==> config.mk <==
export PLATFORM = sky130hd
export DESIGN_NAME = dma_bus_arbiter
export DESIGN_NICKNAME = d
export VERILOG_FILES = /design/src/rtl/dma_bus_arbiter_pkg.sv /design/src/rtl/dma_bus_arbiter_rr_pick.sv /design/src/rtl/dma_bus_arbiter.sv
export SDC_FILE = /design/constraint.sdc
export NUM_CORES = 1
export LEC_CHECK = 0
export BUFFER_PORTS_ARGS = -buffer_cell sky130_fd_sc_hd__buf_2
export CAP_MARGIN = 20
export CORE_ASPECT_RATIO = 0.8
export CORE_UTILIZATION = 30
export DETAILED_ROUTE_END_ITERATION = 10
export PLACE_DENSITY = 0.5
export SYNTH_ARGS = -nofsm -noshare
export SYNTH_HDL_FRONTEND = slang
export SYNTH_SLANG_ARGS = --single-unit
==> constraint.sdc <==
create_clock -name clk -period 1.42 [get_ports clk]
set_input_delay 0.284 -clock clk [delete_from_list [all_inputs] [get_ports clk]]
set_output_delay 0.284 -clock clk [all_outputs]
set_load 0.01 [all_outputs]
==> src/rtl/dma_bus_arbiter_pkg.sv <==
// rtl/dma_bus_arbiter_pkg.sv - shared state encodings and sizes for the DMA bus arbiter
package dma_bus_arbiter_pkg;
   localparam int NUM_REQ = 4;
   localparam int ID_W    = 2;

   typedef enum logic [1:0] {
      ST_IDLE     = 2'b00,
      ST_GRANT    = 2'b01,
      ST_HANDOVER = 2'b10
   } arb_state_t;
endpackage

==> src/rtl/dma_bus_arbiter_rr_pick.sv <==
// rtl/dma_bus_arbiter_rr_pick.sv - combinational round-robin pick starting after last_id
module rr_pick
   import dma_bus_arbiter_pkg::*;
(
   input  logic [NUM_REQ-1:0] req,
   input  logic [ID_W-1:0]    last_id,
   output logic               any,
   output logic [ID_W-1:0]    winner_id,
   output logic [NUM_REQ-1:0] winner_onehot
);

   logic [ID_W-1:0] idx;

   // Walk from the farthest offset down so the nearest requester after last_id wins.
   always_comb begin
      any       = 1'b0;
      winner_id = '0;
      idx       = '0;
      for (int i = NUM_REQ; i >= 1; i--) begin
         idx = last_id + ID_W'(i);
         if (req[idx]) begin
            any       = 1'b1;
            winner_id = idx;
         end
      end
      winner_onehot = any ? (NUM_REQ'(1) << winner_id) : '0;
   end

endmodule

==> src/rtl/dma_bus_arbiter.sv <==
// rtl/dma_bus_arbiter.sv - round-robin DMA bus arbiter, optional hold timeout via DMA_ARB_TIMEOUT_EN
module dma_bus_arbiter
   import dma_bus_arbiter_pkg::*;
#(
   parameter int HOLD_MAX = 15,
   parameter int CNT_W    = 4
)
(
   input  logic               clk,
   input  logic               reset_n,
   input  logic [NUM_REQ-1:0] req,
   output logic [NUM_REQ-1:0] grant,
   output logic               grant_valid,
   output logic [ID_W-1:0]    grant_id,
   output logic               timeout
);

   if ((1 << CNT_W) <= HOLD_MAX) begin : g_bad_cnt_w
      $error("CNT_W too narrow to reach HOLD_MAX");
   end

   arb_state_t         state, state_nxt;
   logic [ID_W-1:0]    last_id, last_id_nxt, grant_id_nxt;
   logic [NUM_REQ-1:0] grant_nxt;
   logic               grant_valid_nxt;
   logic               pick_any;
   logic [ID_W-1:0]    pick_id;
   logic [NUM_REQ-1:0] pick_onehot;
   logic               hold_req, hold_expired;

   rr_pick u_rr_pick (
      .req           (req),
      .last_id       (last_id),
      .any           (pick_any),
      .winner_id     (pick_id),
      .winner_onehot (pick_onehot)
   );

   assign hold_req = req[grant_id];

`ifdef DMA_ARB_TIMEOUT_EN
   logic [CNT_W-1:0] hold_cnt, hold_cnt_nxt;
   logic             timeout_q, timeout_nxt;

   assign hold_expired = (hold_cnt == CNT_W'(HOLD_MAX));
   // A master that drops req on the expiry cycle releases normally, no pulse.
   assign timeout_nxt  = (state == ST_GRANT) && hold_req && hold_expired;
   assign timeout      = timeout_q;

   always_comb begin
      hold_cnt_nxt = hold_cnt + CNT_W'(1);
      if (state != ST_GRANT) hold_cnt_nxt = '0;
   end

   always_ff @(posedge clk) begin
      if (!reset_n) begin
         hold_cnt  <= '0;
         timeout_q <= 1'b0;
      end else begin
         hold_cnt  <= hold_cnt_nxt;
         timeout_q <= timeout_nxt;
      end
   end
`else
   assign hold_expired = 1'b0;
   assign timeout      = 1'b0;
`endif

   always_ff @(posedge clk) begin
      if (!reset_n) begin
         state       <= ST_IDLE;
         grant       <= '0;
         grant_valid <= 1'b0;
         grant_id    <= '0;
         last_id     <= ID_W'(NUM_REQ - 1);
      end else begin
         state       <= state_nxt;
         grant       <= grant_nxt;
         grant_valid <= grant_valid_nxt;
         grant_id    <= grant_id_nxt;
         last_id     <= last_id_nxt;
      end
   end

   always_comb begin
      state_nxt = state;
      case (state)
         ST_IDLE, ST_HANDOVER: state_nxt = pick_any ? ST_GRANT : ST_IDLE;
         ST_GRANT:             if (!hold_req || hold_expired) state_nxt = ST_HANDOVER;
         default:              state_nxt = ST_IDLE;
      endcase
   end

   always_comb begin
      grant_nxt       = '0;
      grant_valid_nxt = 1'b0;
      grant_id_nxt    = '0;
      last_id_nxt     = last_id;
      if (state_nxt == ST_GRANT) begin
         grant_valid_nxt = 1'b1;
         if (state == ST_GRANT) begin
            grant_nxt    = grant;
            grant_id_nxt = grant_id;
         end else begin
            grant_nxt    = pick_onehot;
            grant_id_nxt = pick_id;
            last_id_nxt  = pick_id;
         end
      end
   end

endmodule

# == Word-level counts from Yosys, hierarchy flattened ==
# Cells that the tools add are included.
# totals
reg_bits,11
in_bits,6
output_inout_bits,8
wordCells,45
# classes
add_sub_neg,3
order_cmp,5
n_eq_ne,3
shift,1
mux,23
bitwise_logic,1
n_reduce_logical,4
# op_table
op,n
$lt 2x3->1 const B,5
$mux 1,11
$bmux 1 s2,5
$mux 2,5
$add 2x2->2 const B,2
$eq 2x1->1 const B,2
$mux 4,1
$pmux 2 s2,1
$reduce_and 2->1,2
$shl 1x2->4 const A,1
$add 2x1->2 const B,1
$eq 2x2->1 const B,1
$logic_not 2->1,1
$reduce_or 2->1,1
$not 1->1,1

# == Logic depth before layout (Yosys ltp) ==
# Gate-level depths: netlist (run 1).
# logic_depth
word_depth,10
depth_mapped,5
depth_no_buf,4

# == Modules after synthesis ==
# Synthesis (run 1) repeated with hierarchy kept, for this count alone.
# unflattened
hier_cells,68
area_unflattened_um2,610.6
# by_module_without_submodules
module,n_inst,cells_per_inst,area_per_inst_um2,seq_area_each_um2
dma_bus_arbiter,1,40,432.9,220.2
rr_pick,1,28,177.7,0.0

# == Worst setup path before layout (run 1) ==
# No wires, ideal clock.
# synth_path
path_kind,reg-to-reg
startpoint,reg grant_id[1]
endpoint,reg grant[1]
setup_ns,0.117
t_arrival_ns,1.212
slack_ns,0.091
path_stages_with_launch,5
path_buffers,0
synth_period_minus_slack_ns,1.329
cell_sequence,dfxtp_1 -> mux2_2 -> mux2i_4 -> nor2_2 -> a32o_1
# synth_via
elab_chain_len,6
# synth_rtl
item,line,text
from (decl),dma_bus_arbiter.sv:14,"output logic [ID_W-1:0] grant_id,"
from (signal assigned),dma_bus_arbiter.sv:80,grant_id <= grant_id_nxt;
$bmux 1 s2,dma_bus_arbiter.sv:39,assign hold_req = req[grant_id];
$mux 1 (implied by the code),dma_bus_arbiter.sv:39,
$mux 2,dma_bus_arbiter.sv:89,ST_GRANT: if (!hold_req || hold_expired) state_nxt = ST_HANDOVER;
$pmux 2 s2,dma_bus_arbiter.sv:87,case (state)
$eq 2x1->1,dma_bus_arbiter.sv:99,if (state_nxt == ST_GRANT) begin
$reduce_and 2->1 (no line),n/a,
to (signal assigned),dma_bus_arbiter.sv:78,grant <= grant_nxt;
to (decl),dma_bus_arbiter.sv:12,"output logic [NUM_REQ-1:0] grant,"
# No other way between the ends. The select of a mux whose other input is x is not followed.
# A chain may end at the register's enable or synchronous reset.

# == Final worst setup path (run 1) ==
# layout_path
startpoint,reg grant_id[1]
endpoint,reg grant[3]
# The elaborated chain is that of the path after synthesis.

==> flow_summary.toml, run 1 <==
[outcome]
status = "finished, final reports clean"

[power_and_ir_drop]
largest_voltage_drop_on_the_vdd_net_uv = 639
p_sw_frac = 0.334
sequentialPowerShare = 0.463
clock_power_share = 0.262
total_power_w = 0.000837
leakagePower_nw = 0.327
power_density_nw_per_um2 = 1160
internal_power_w = 0.000557
power.share.combinational = 0.275
switchingPower_w = 0.000279

[critical_path]
setup.worst_path.start_class = "flip-flop"
setup.worst_path.end_class = "flip-flop"
worstPathMaxFanout = 6
worst_ep_arrival_time_ps = 1480
kind_of_critical_path = "flip-flop to flip-flop"
required_ps = 1590

[die]
die_width_um = 52.8
floorplan.die.height_um = 42.6
placementRows = 14
initial_utilization = 0.324
num_io_pins = 14
dieArea_um2 = 2250
core_area_um2 = 1910

[timing]
finalCritPeriodShare = 0.925
fmaxAchievable_mhz = 762
fin_setup_tns_ps = 0
finalWorstPathRequiredPeriod_ps = 1310
timing_hold_violations_final = 0
setup_viol = 0
grt_setup_unrepaired = "no"
skew_ps = 3.21
final-max-slew-violation-count = 0

[flow_run]
max_cap_viol_count = 0

[routing]
routed_wirelength_um = 1380
vias_per_cell = 5.17
route.detailed.wl_per_inst_um = 12.6
drt_iter0_drc = 24
drtPass1Iterations = 4
drc_errors = 0
drt.antenna.violating_nets = 0
dr_total_vias = 569

[placement]
io_buffers = 12
finalWeightedCongestion = 0.789
dp.final_hpwl_um = 1050

[yosys]
yosys-mux-area-fraction = 0.0727
synthesis.area_per_instance_um2 = 8.60
yosysWarnings = 0
synth_top_cells_by_count = "11 x sky130_fd_sc_hd__dfxtp_1, 6 x sky130_fd_sc_hd__nand2_1, 6 x sky130_fd_sc_hd__nor2_1, 5 x sky130_fd_sc_hd__a21oi_1, 4 x sky130_fd_sc_hd__inv_1"
netlist_area_um2 = 619
synth_compound_area_frac = 0.295
synth_seq_area_share = 0.356
number_of_nets_produced_by_synthesis = 78
yosys_most_used_dff = "sky130_fd_sc_hd__dfxtp_1"
post-synth-top-count-cell = "sky130_fd_sc_hd__dfxtp_1"
synth_async_sr_flop_share = 0
synthDistinctLibCells = 35
area_fraction_in_and_or_nand_and_nor_cells_after_synthesis = 0.196
synth-edff-count = 0
area_leader_netlist = "sky130_fd_sc_hd__dfxtp_1"
synth_top_family_by_area = "compound AO/OA/AOI/OAI gates"
share_of_the_synthesized_netlist_area_taken_by_xor_and_xnor_gates = 0
synth_top_cells_by_area = "sky130_fd_sc_hd__dfxtp_1 36%, sky130_fd_sc_hd__a21oi_1 4.0%, sky130_fd_sc_hd__a21o_1 3.6%"
ys_seq_elements = 11
netlist_instances = 72
yosys.area_share.adder = 0
synthDominantCellAreaShare = 0.356

[clock_tree]
cts_hold_buf = 0
cts_tree = "yes"
clock_pin_slew_reported_for_the_worst_setup_and_hold_paths_after_clock_tree_synthesis_ps = 70
h_tree_level_count = 1
clock-root-buffer = "sky130_fd_sc_hd__clkbuf_4"
post-cts-setup-buffer-count = 0
clock-sinks = 11
worst_skew_pair.late_latency_ps = 270
cts.repair.resized = 0
cts_buf_count = 3
clock_path_buffers = 2

[layout]
design.final.nets = 93
layout-area-overhead-vs-synth_pct = 16.8
n_antenna_cell = 0
layout-drive-gt1-share = 0.314

[grt]
grt_max_degree = 10
grtUsageTotal = 0.154
grt_first_pass_wirelength_um = 2460
grt-ovfl-total = 0
number_of_antenna_violations_at_the_first_check_in_global_routing = 0
via_count_of_the_first_global_routing_pass = 518

[worst_hold_path]
min-delay-path-class = "input port to flip-flop"
==> cells by family after synthesis <==
logic type / Yosys count
other: 1
buffers and inverters: 8
multiplexers: 3
AND/OR/NAND/NOR: 23
flip-flops: 11
AO/OA/AOI/OAI: 26
==> power by group through the flow <==
stage          sequential (W)  combinational, W  clock [W]
4_1_cts              0.000385          0.000229   0.000227
3_5_place_dp         0.000392          0.000228          0
5_1_grt              0.000396          0.000256   0.000253
2_1_floorplan        0.000384          0.000173          0
3_3_place_gp         0.000393          0.000231          0
6_report             0.000387          0.000230   0.000219
==> layout by cell type (no fill, tap or decap), drive strengths merged, types with 2 or more instances in the layout <==
cell      n
o21ai     3
o22ai     2
clkbuf    3
dfxtp    11
inv       4
a21o      3
a32o      2
nand2     6
mux2      2
and2b     2
a21oi     6
nor2      7
buf      14
o2bb2ai   2
o211ai    3
==> path summary, 6_finish.rpt <==
kind                            slack, ps          to  cells past startpoint         from
worst max-delay path                  110    grant[3]                      4  grant_id[1]
worst min-delay path                  270  last_id[0]                      2      reset_n
worst max register to register        110    grant[3]                      4  grant_id[1]
worst min register to register        470    grant[1]                      1     grant[1]
==> routing by layer <==
metal,wire length (um),track usage
met1,736,0.221
met2,572,0.203
met3,53,0.0652
met4,20,0.0474
met5,0,0
==> metrics by stage <==
stage	cell area, um2	setup slack (ps)	util	instances	hold slack [ps]
3_3_place_gp	693	81.5	0.363	106	448
6_report	723	107	0.379	110	271
3_5_place_dp	693	60.1	0.363	106	449
2_1_floorplan	619	91.0	-	72	438
5_1_grt	723	48.3	0.379	110	291
4_1_cts	721	46.8	0.377	110	266
==> critical path, cell delays in order (launching register included) <==
cell and delay (ps):
sky130_fd_sc_hd__dfxtp_2 360, sky130_fd_sc_hd__mux2_2 370, sky130_fd_sc_hd__mux2i_4 170, sky130_fd_sc_hd__nor2_2 100
sky130_fd_sc_hd__a32o_1 210
==> area by class of cell <==
class                      instances  area [um2]
timing repair buffer              14        75.1
tap                               24        30.0
multi-input combinational         53         353
clock buffer                       3        22.5
sequential                        11         223
fill                             200        1190
clock inverter                     1        5.00
inverter                           4        15.0
==> registers in the layout (all words and copies together) (netlist names) <==
register	flops
grant_id	2
state	2
last_id	2
grant_valid	1
grant	4
Note: power is estimated with default switching activity, not from simulation.
==> run 2, diff against run 1 <==
- CORE_ASPECT_RATIO: 0.8 -> 1.5
- SYNTH_HIERARCHICAL: unset -> 1
==> run 2 against run 1 <==
First-iteration DRC count fell by 13%. Clock skew fell by 1.4 ps. Critical path depth fell by 1. Area after synthesis shrank 1.4%. Largest power group unchanged. Worst hold slack got worse by 21 ps. Register-to-register slack worse by 30 ps. Clock power fell by 4%. Highest routed layer unchanged.
==> flow_summary.toml, run 2 <==
[outcome]
status = "finished, final reports clean"

[layout]
post-route-cell-area_um2 = 749
layout.cells.non_filler = 108
layout-drive-gt1-share = 0.356
design.final.nets = 94
layout_commonest_cell = "sky130_fd_sc_hd__buf_2"
layout-area-overhead-vs-synth_pct = 22.7
largest-register = "grant"
n_antenna_cell = 0
final_cell_mix = "12 x sky130_fd_sc_hd__buf_2, 9 x sky130_fd_sc_hd__dfxtp_1, 7 x sky130_fd_sc_hd__nand2_1"
number_of_flip_flops_under_the_largest_register_name = 4

[yosys]
ys_seq_elements = 11
synthesis.area_per_instance_um2 = 8.98
synth-edff-count = 0
netlist_instances = 68
synth_seq_area_share = 0.361
synth_async_sr_flop_share = 0
number_of_nets_produced_by_synthesis = 74
synthDominantCellAreaShare = 0.361
yosysWarnings = 6
netlist_area_um2 = 611
synth_top_cells_by_count = "11 x sky130_fd_sc_hd__dfxtp_1, 7 x sky130_fd_sc_hd__nand2_1, 5 x sky130_fd_sc_hd__inv_1"
area_leader_netlist = "sky130_fd_sc_hd__dfxtp_1"
post-synth-top-count-cell = "sky130_fd_sc_hd__dfxtp_1"
synth_top_cells_by_area = "sky130_fd_sc_hd__dfxtp_1 36%, sky130_fd_sc_hd__a22o_1 5.7%, sky130_fd_sc_hd__nand2_1 4.3%"
yosys_most_used_dff = "sky130_fd_sc_hd__dfxtp_1"
synthDistinctLibCells = 34

[power_and_ir_drop]
largest_voltage_drop_on_the_vdd_net_uv = 556
power_density_nw_per_um2 = 1100
leakagePower_nw = 0.345

[placement]
dp.final_hpwl_um = 1020
io_buffers = 12
finalWeightedCongestion = 0.846
pre_cts_ws_ps = 22.3
placement.cell_area_um2 = 722
post-place-cells = 104

[die]
initial_utilization = 0.325
dieArea_um2 = 2220
floorplan.die.height_um = 57.3
core_area_um2 = 1880
die_width_um = 38.8
num_io_pins = 14
placementRows = 19

[routing]
drtPass1Iterations = 4
drc_errors = 0
met1Wirelength_um = 545
met3WireLength_um = 44
routed_wirelength_um = 1270
drt.antenna.violating_nets = 0
drt_iter0_drc = 21
highest-signal-layer = "met4"
metal2_wl_um = 641
route.detailed.wl_per_inst_um = 11.8
vias_per_cell = 5.06
dr_total_vias = 546

[timing]
worst_hold_slack_ps = 250
finalCritPeriodShare = 0.944
skew_ps = 1.82
final_critical_path_setup_slack_ps = 79.9
timing_hold_violations_final = 0
fmaxAchievable_mhz = 746
setup_viol = 0
finalWorstPathRequiredPeriod_ps = 1340
grt_setup_unrepaired = "no"
final-max-slew-violation-count = 0
fin_setup_tns_ps = 0

[critical_path]
setup.reg_to_reg.worst_slack_ps = 80
kind_of_critical_path = "flip-flop to flip-flop"
reg2regPathDepth = 3
required_ps = 1580
setup.worst_path.end_class = "flip-flop"
worst_ep_arrival_time_ps = 1500
worstPathMaxFanout = 6
rr_startpoint = "grant_id[0]"
setup.worst_path.start_class = "flip-flop"
r2r_end = "grant[3]"

[clock_tree]
clock_pin_slew_reported_for_the_worst_setup_and_hold_paths_after_clock_tree_synthesis_ps = 70
post-cts-setup-buffer-count = 0
clock_path_buffers = 2
cts_tree = "yes"
worst_skew_pair.late_latency_ps = 270
cts_buf_count = 3
h_tree_level_count = 1
clock-sinks = 11
clock-root-buffer = "sky130_fd_sc_hd__clkbuf_4"

[grt]
via_count_of_the_first_global_routing_pass = 540
number_of_antenna_violations_at_the_first_check_in_global_routing = 0
grt-ovfl-total = 0
grtUsageTotal = 0.145
grt_first_pass_wirelength_um = 2200
grt_max_degree = 12

[worst_hold_path]
holdCritStartpoint = "reset_n"
whs_endpoint = "last_id[0]"
worst_hold_path_depth = 2
min-delay-path-class = "input port to flip-flop"

[flow_run]
max_cap_viol_count = 0
run 2: cell types whose count changed in the layout (fill, tap and decap cells not counted), moves of 2 or more:
cell / previous run / this run
sky130_fd_sc_hd__or2_1: 0 / 2
sky130_fd_sc_hd__mux2_2: 2 / 0
sky130_fd_sc_hd__o211ai_1: 3 / 1
sky130_fd_sc_hd__nor2_1: 6 / 4
sky130_fd_sc_hd__o2bb2ai_1: 2 / 0
sky130_fd_sc_hd__a22o_1: 0 / 4
sky130_fd_sc_hd__buf_4: 2 / 6
sky130_fd_sc_hd__a21o_1: 3 / 0
sky130_fd_sc_hd__nand2b_1: 0 / 2
sky130_fd_sc_hd__a32o_1: 2 / 0
sky130_fd_sc_hd__o21ai_0: 2 / 0
run 2: per-stage QoR:
| step | util | power, W |
|---|---|---|
| after global routing | 0.399 | 0.000885 |
| after floorplan | - | 0.000541 |
| after CTS | 0.398 | 0.000832 |
| after detailed placement | 0.384 | 0.000619 |
| final | 0.399 | 0.000824 |
| after global placement | 0.384 | 0.000620 |
run 2: kinds of logic (layout without fill, tap and decap cells):
logic type	count (synthesis)	count (layout)	synth area share
mux	3	3	0.0717
flops	11	11	0.361
compound gates	19	19	0.254
buf+inv	8	27	0.0697
other cells	1	1	0.00614
simple gates	26	26	0.238
run 2: worst max-delay path by stage:
stage	start	end	slack, ps	depth (start not counted)
global placement	req[2]	grant[0]	20	4
global route	last_id[0]	last_id[0]	20	5
floorplan	grant_id[0]	grant_valid	-20	4
finish	grant_id[0]	grant[3]	80	3
CTS	grant_id[0]	grant_valid	80	3
detailed placement	req[2]	grant_valid	20	4
run 2: per-layer routing:
metal / global-route usage / up-vias
li1: - / 280
met1: 0.156 / 247
met2: 0.233 / 14
met3: 0.0350 / 5
met4: 0.103 / 0
met5: 0 / -
run 2: what timing repair did:
item | in CTS | in global routing
resized for setup | 0 | 1
setup endpoints to repair | 0 | 1
hold buffers | 0 | 0
run 2: power by group:
| group | total, W | switching, W | internal [W] |
|---|---|---|---|
| registers | 0.000382 | 0.0000356 | 0.000346 |
| logic | 0.000231 | 0.000115 | 0.000116 |
| clock network | 0.000211 | 0.000103 | 0.000109 |
| total | 0.000824 | 0.000253 | 0.000571 |
run 2: layout make-up:
| cell class | instances | area, um2 |
|---|---|---|
| Tap cell | 21 | 26.3 |
| Sequential cell | 11 | 225 |
| Inverter | 5 | 18.8 |
| Timing Repair Buffer | 18 | 105 |
| Clock buffer | 4 | 26.3 |
| Fill cell | 190 | 1130 |
| Multi-Input combinational cell | 49 | 348 |
run 2: critical path, cell delays in order, from the launching register on:
cell and delay [ps]:
sky130_fd_sc_hd__dfxtp_4 350, sky130_fd_sc_hd__mux4_2 500, sky130_fd_sc_hd__and3_4 180, sky130_fd_sc_hd__a22o_1 200
